**src/rtl/xoodyak_seq.sv**
```systemverilog
// Sequencer for a single-shot Xoodyak encryption in front of an external one-round Xoodoo datapath.
// Runs four 12-round permutations, injecting nonce, AD, plaintext/domain bytes, and emits ciphertext and tag.
module xoodyak_seq #(
  parameter int NROUNDS = 12,
  parameter int SW      = 384
) (
  input  logic          eph1,
  input  logic          reset,
  input  logic          start,
  input  logic [127:0]  key,
  input  logic [127:0]  nonce,
  input  logic [127:0]  ad,
  input  logic [191:0]  plaintext,
  output logic [SW-1:0] rnd_in,
  output logic [31:0]   rnd_const,
  input  logic [SW-1:0] rnd_out,
  output logic          busy,
  output logic          done,
  output logic [191:0]  ciphertext,
  output logic [127:0]  authtag
);

  localparam logic [0:0] S_IDLE   = 1'b0;
  localparam logic [0:0] S_PERM   = 1'b1;
  localparam logic [3:0] LAST_RND = 4'(NROUNDS - 1);

  logic [SW-1:0] r_state;
  logic [3:0]    r_rnd_cnt;
  logic [1:0]    r_phase;
  logic [0:0]    r_fsm;
  logic          r_done;
  logic [191:0]  r_ct;
  logic [127:0]  r_tag;
  logic [127:0]  r_nonce;
  logic [127:0]  r_ad;
  logic [191:0]  r_pt;

  logic          w_accept;
  logic          w_last;
  logic [191:0]  w_ct;
  logic [SW-1:0] w_inj;

  assign w_accept   = start && (r_fsm == S_IDLE);
  assign w_last     = (r_rnd_cnt == LAST_RND);
  assign busy       = (r_fsm == S_PERM);
  assign done       = r_done;
  assign ciphertext = r_ct;
  assign authtag    = r_tag;
  assign rnd_in     = r_state;

  always_comb begin
    // NOTE: every always_comb output gets a default first, so no path can infer a latch.
    rnd_const = 32'h0;
    case (r_rnd_cnt)
      4'd0:    rnd_const = 32'h058;
      4'd1:    rnd_const = 32'h038;
      4'd2:    rnd_const = 32'h3C0;
      4'd3:    rnd_const = 32'h0D0;
      4'd4:    rnd_const = 32'h120;
      4'd5:    rnd_const = 32'h014;
      4'd6:    rnd_const = 32'h060;
      4'd7:    rnd_const = 32'h02C;
      4'd8:    rnd_const = 32'h380;
      4'd9:    rnd_const = 32'h0F0;
      4'd10:   rnd_const = 32'h1A0;
      4'd11:   rnd_const = 32'h012;
      default: rnd_const = 32'h0;
    endcase
  end

  // Injection applied on the last round of each permutation, fused into the same edge.
  always_comb begin
    w_ct  = rnd_out[383:192] ^ r_pt;
    w_inj = rnd_out;
    case (r_phase)
      2'd0:    w_inj = rnd_out ^ {r_nonce, 8'h01, 248'h0};
      2'd1:    w_inj = rnd_out ^ {r_ad, 8'h01, 240'h0, 8'h80};
      2'd2:    w_inj = {w_ct, rnd_out[191:184] ^ 8'h01, rnd_out[183:8], rnd_out[7:0] ^ 8'h40};
      default: w_inj = rnd_out;
    endcase
  end

  always_ff @(posedge eph1) begin
    // NOTE: sequential state uses non-blocking assignments so every register sees pre-edge values.
    if (reset) begin
      r_state   <= '0;
      r_rnd_cnt <= 4'd0;
      r_phase   <= 2'd0;
      r_fsm     <= S_IDLE;
      r_done    <= 1'b0;
      r_ct      <= '0;
      r_tag     <= '0;
    end else begin
      r_done <= 1'b0;
      if (w_accept) begin
        r_state   <= {key, 8'h01, 240'h0, 8'h02};
        r_rnd_cnt <= 4'd0;
        r_phase   <= 2'd0;
        r_fsm     <= S_PERM;
        r_ct      <= '0;
        r_tag     <= '0;
      end else if (r_fsm == S_PERM) begin
        if (!w_last) begin
          r_state   <= rnd_out;
          r_rnd_cnt <= r_rnd_cnt + 4'd1;
        end else begin
          r_state   <= w_inj;
          r_rnd_cnt <= 4'd0;
          r_phase   <= r_phase + 2'd1;
          if (r_phase == 2'd2) begin
            r_ct <= w_ct;
          end
          if (r_phase == 2'd3) begin
            r_tag  <= rnd_out[383:256];
            r_fsm  <= S_IDLE;
            r_done <= 1'b1;
          end
        end
      end
    end
  end

  // NOTE: the input latches carry no reset; they are only read after an accept has loaded them.
  always_ff @(posedge eph1) begin
    if (!reset && w_accept) begin
      r_nonce <= nonce;
      r_ad    <= ad;
      r_pt    <= plaintext;
    end
  end

  a_cnt_range: assert property (@(posedge eph1) disable iff (reset)
    (r_fsm == S_PERM) |-> (r_rnd_cnt <= LAST_RND));

  a_done_idle: assert property (@(posedge eph1) disable iff (reset)
    r_done |-> (r_fsm == S_IDLE));

endmodule

```
**config.mk**
```make
export PLATFORM = sky130hd
export DESIGN_NAME = xoodyak_seq
export DESIGN_NICKNAME = d
export VERILOG_FILES = /design/src/rtl/xoodyak_seq.sv
export SDC_FILE = /design/constraint.sdc
export NUM_CORES = 2
export LEC_CHECK = 0
export CORE_AREA = 3 3 664 666
export CTS_CLUSTER_DIAMETER = 60
export DETAILED_ROUTE_END_ITERATION = 10
export DIE_AREA = 0 0 667 669
export GPL_ROUTABILITY_DRIVEN = 0
export HOLD_SLACK_MARGIN = 0.02
export PLACE_DENSITY_LB_ADDON = 0.1
export SYNTH_ARGS = -nofsm -noshare
export SYNTH_HDL_FRONTEND = slang
export SYNTH_SLANG_ARGS = --single-unit
```
**constraint.sdc**
```tcl
create_clock -name eph1 -period 32.8 [get_ports eph1]
set_input_delay 6.56 -clock eph1 [delete_from_list [all_inputs] [get_ports eph1]]
set_output_delay 6.56 -clock eph1 [all_outputs]
set_load 0.005 [all_outputs]
```
* Yosys cells after proc, flatten, opt, wreduce, memory -nomap -nowiden *
Memory sizes are Yosys's and may differ from the RTL's. A register that Yosys moved wholly into a read port is not among the register bits.
Cells that the tools add are included.

word-level totals
  register bits = 1,160
  latch bits = 0
  memory bits (writable) = 0
  memory bits (read-only) = 144
  input bits = 963
  output and inout port bits = 738
  logic and storage cells = 47
  memories = 1

operators by class
  $add $sub $neg = 2
  multiply operators = 0
  div/mod/pow operators = 0
  $lt $le $gt $ge = 0
  equal/unequal tests = 4
  shifts and indexed selects = 0
  multiplexer cells = 12
  bitwise gates (word level) = 7
  reduce and logical (&&, ||, !) cells = 10

memory list
  memory           words  bits a word  read ports  clocked after Yosys merged registers in  wr ports  line  source
  (no name shown)  16     9            1           1                                        0         54    case (r_rnd_cnt)

operators by type and width
  cell                                           number
  two-way mux 384 bit                            3
  one-hot mux 384 bit (3 select lines)           1
  XOR 384 bit                                    2
  XOR 192 bit                                    1
  two-way mux 4 bit                              3
  AND reduction 3 bit                            2
  two-way mux 1 bit                              5
  adder 4 x 1 -> 4 bit, second input constant    1
  == test 2 bit, second input constant           2
  == test 4 bit, second input constant           1
  inverter 1 bit                                 4
  OR reduction 4 bit                             1
  adder 2 x 1 -> 2 bit, second input constant    1
  == test 2 x 1 -> 1 bit, second input constant  1
  logical AND 1 bit                              2
  logical NOT 2 bit                              1
  AND reduction 2 bit                            1
  nonzero test 2 bit                             1
  OR reduction 2 bit                             1
  logical NOT 1 bit                              1

* Longest topological paths before layout *
  depth after elaboration = 5
  gate-level depth with buffers = 10
  gate-level depth less buffers = 8

* Worst setup path before layout *
OpenSTA, ideal clock, no wires.

  path type = input -> register
  start point = input start
  end point = register r_ad[0] (enable)
  library setup time = 1.268 ns
  arrival = 25.320 ns
  required time = 31.532 ns
  slack = 6.212 ns
  stages = 3
  path buffers = 1
  path through = buf_2 -> nand2b_1 -> nor2_1

between the ends
  longest elaborated chain between the ends = 2

ends and longest elaborated chain
  item                    line  source
  start: declaration      9     input logic start,
  logical AND 1 bit       43    assign w_accept = start && (r_fsm == S_IDLE);
  logical AND 1 bit       125   if (!reset && w_accept) begin
  end signal: assignment  127   r_ad <= ad;
  end: declaration        35    logic [127:0] r_ad;

No other way between the ends.
A chain may end at the register's enable or synchronous reset.

* Worst setup path in the final report *
  start point = input reset
  end point = register r_pt[140] (enable)

between the ends
  longest elaborated chain between the ends = 2

ends and longest elaborated chain
  item                    line  source
  start: declaration      8     input logic reset,
  logical NOT 1 bit       125
  logical AND 1 bit       125
  end signal: assignment  128   r_pt <= plaintext;
  end: declaration        36    logic [191:0] r_pt;

No other way between the ends.

==> results.cfg <==
[placed_design]
dpl.hpwl_um = 273000
place_ws_ns = 21.62
dp_cells = 11500
port_buffers = 1677

[routing]
m1WireLength_um = 136000
viasPerCell = 3.64
drc = 0
drt_iter0_markers = 2500
via_count = 43700
routed_wirelength_um = 367000
wl_met3_um = 26900
wl_per_cell_um = 30.6
wl_met2_um = 192000
top_layer = met5
firstDrtPassIters = 6
ant_nets = 0

[critical_path]
crit_required_ns = 33.30
crit_start = reset
timing.rr.end = ciphertext[91]
worstPathMaxFanout = 58
rrSetupSlack_ns = 27.84
r2r-start = busy
slowest_stage = nor2_4
cp_common_cell = buf_4
arrival_ns = 10.59
r2r_cells = 8
path_class = in -> reg
max_stage_delay_ns = 0.90
cp-start-kind = primary input
path_cells = clkdlybuf4s50_1, nor2_4, buf_4, buf_4, buf_4
worstSetupEndpointType = flip-flop

[synthesis]
synth_compound_area_frac = 0.175
avgSynthCellArea_um2 = 10.8
yosysSeqAreaShare = 0.589
synthCells = 4398
synthAdderAreaFrac = 0.00291
synth_edf_count = 448
synth.distinct_cells = 49
synth_xor_area_frac = 0.0361
synth_top_family_by_area = compound AO/OA/AOI/OAI gates
yosys_register_bits = 1169
async_flop_share = 0
synthMuxAreaShare = 0.0717
synthSimpleGateAreaFrac = 0.0846
ys.flop_type = dfxtp_1
synth_area_um2 = 47300
yosysWarnings = 0

[die]
die_area_um2 = 446000
die_h_um = 669
die_w_um = 667
core_area_um2 = 435000
start_util = 0.109
io_pins = 1701
num_rows = 242

[min_path]
worstHoldStart = authtag[9]
hold_path.class = reg -> reg
whs_endpoint = authtag[9]
min_path_cells = 2

[power]
peakVddDrop_v = 0.0000462
p_sw_frac = 0.256
power.switching_mw = 1.11
leakagePower_nw = 24.7
internal_power_mw = 3.22
powerDensity_nw_per_um2 = 55.7
pwr-share-seq = 0.370
p_comb_frac = 0.092
pwr-share-clk = 0.539

[finish]
drive_gt1_frac = 0.0922
final_cell_count_no_fill = 12000
nets = 6964
layout.cells.most_common = clkdlybuf4s50_1
mostFrequentLayoutCells = 1676 x clkdlybuf4s50_1, 720 x dfxtp_1, 456 x nor2_1, 448 x edfxtp_1, 321 x a21oi_1
fill_cells = 48000
syn_to_final_growth_pct = 64.3
fin_util = 0.179

[global_routing]
grt_pass1_vias = 43300
grt_overflow = 0
antenna_found_initial = 277
track_usage = 0.156
grt_pass1_wl_um = 465000
grt_max_degree = 168

[clocking]
cts_root_buf = clkbuf_16
clk_pin_slew_ns = 0.05
clockBufferDepth = 4
clkSinkCount = 1169
cts_tree = done
clk_latency_ns = 0.90
cts_max_level = 4
post-cts-setup-buffers = 0
post_cts_resized = 0
numCtsBuffers = 215
holdBufCountCts = 0

[sta]
fin_crit_ns = 10.10
rsz0062_at_grt = no
finalCritPeriodShare = 0.308
fin_skew_ns = 0.0557
timing.slew.headroom = 0.126
drv_slew = 0
setup_violations = 0
worst_slack_ns = 22.70
tightestPinTransition_ns = 1.31
finalHoldViolCount = 0
fmax_mhz = 99.0
setup_tns_ns = 0

[run_status]
status = finished, final reports clean

[run]
cap_violations = 0
## cell type report
cell class / instances / area (µm²) / area share
inverters: 15 / 73.8 / 0.000949
diodes: 72 / 180 / 0.00232
multi-input cells: 2847 / 17700 / 0.228
repair buffers: 1742 / 17400 / 0.224
flip-flops and latches: 1169 / 27900 / 0.359
clock buffers: 287 / 6100 / 0.0784
well taps: 5734 / 7170 / 0.0922
clock inverters: 114 / 1250 / 0.0161
## power by group through the flow
stage | clock (mW) | combinational (mW) | sequential [mW]
floorplan | 0 | 0.125 | 1.64
global placement | 0 | 0.407 | 1.63
detailed placement | 0 | 0.406 | 1.63
CTS | 2.44 | 0.409 | 1.60
global route | 2.48 | 0.424 | 1.61
finish | 2.33 | 0.397 | 1.60
## logic make-up (layout without fill, tap and decap cells)
logic type                 count (synthesis)  count (layout)
AOI/OAI and AO/OA                       1358            1358
xor gates and xnor gates                 195             195
adders and majority gates                 11              11
buffers and inverters                    404            2158
DFF                                     1169            1169
muxes                                    323             323
other                                      1              95
and+or+nand+nor                          937             937
## routing by layer
metal	vias to the layer above	track usage
li1	19500	-
met4	106	0.0510
met3	727	0.0483
met5	-	0
met1	21500	0.168
met2	1863	0.288
## metrics by stage
step                power [mW]  hold slack, ns  instance area (µm²)
detailed placement        2.04           0.447                70200
floorplan                 1.76           0.453                47400
CTS                       4.45           0.454                77600
global placement          2.04           0.443                70200
global route              4.51           0.470                77700
finish                    4.33           0.453                77800
## synthesized netlist by cell type (4+ instances only)
| master | n | area share |
|---|---|---|
| a211oi_1 | 252 | 0.040 |
| a21oi_1 | 321 | 0.034 |
| a22o_1 | 127 | 0.023 |
| a31oi_1 | 128 | 0.017 |
| buf_1 | 20 | 0.0016 |
| buf_2 | 112 | 0.012 |
| buf_4 | 59 | 0.0094 |
| buf_6 | 7 | 0.0017 |
| clkbuf_1 | 191 | 0.015 |
| dfxtp_1 | 721 | 0.30 |
| edfxtp_1 | 448 | 0.28 |
| ha_1 | 11 | 0.0029 |
| inv_1 | 11 | 0.00087 |
| inv_2 | 4 | 0.00032 |
| mux2_2 | 130 | 0.031 |
| mux2i_1 | 193 | 0.041 |
| nand2_1 | 260 | 0.021 |
| nand2b_1 | 5 | 0.00066 |
| nand3_1 | 6 | 0.00063 |
| nor2_1 | 457 | 0.036 |
| nor3_1 | 65 | 0.0069 |
| o21ai_0 | 306 | 0.032 |
| o21ai_1 | 79 | 0.0084 |
| o22ai_1 | 130 | 0.017 |
| or3_1 | 131 | 0.017 |
| xnor2_1 | 192 | 0.036 |
## worst max-delay path by stage
stage	end	cells past startpoint
after global routing	r_pt[140]	5
after floorplan	r_ad[0]	3
after global placement	r_ad[72]	5
after detailed placement	r_pt[140]	5
after CTS	r_pt[140]	5
final	r_pt[140]	5
## state kept, by name (all words and copies together), names as in the netlist
name        flops
r_nonce       128
ciphertext    192
authtag       128
busy            1
done            1
r_pt          192
r_ad          128
r_phase         2
r_rnd_cnt       4
rnd_in        384
rnd_const       9
## worst max-delay path: cells and delay by family
family	cells	cell delay, ns
buf+inv	4	2.96
simple gates	1	0.90
No activity file was read; power rests on OpenSTA's default activity.
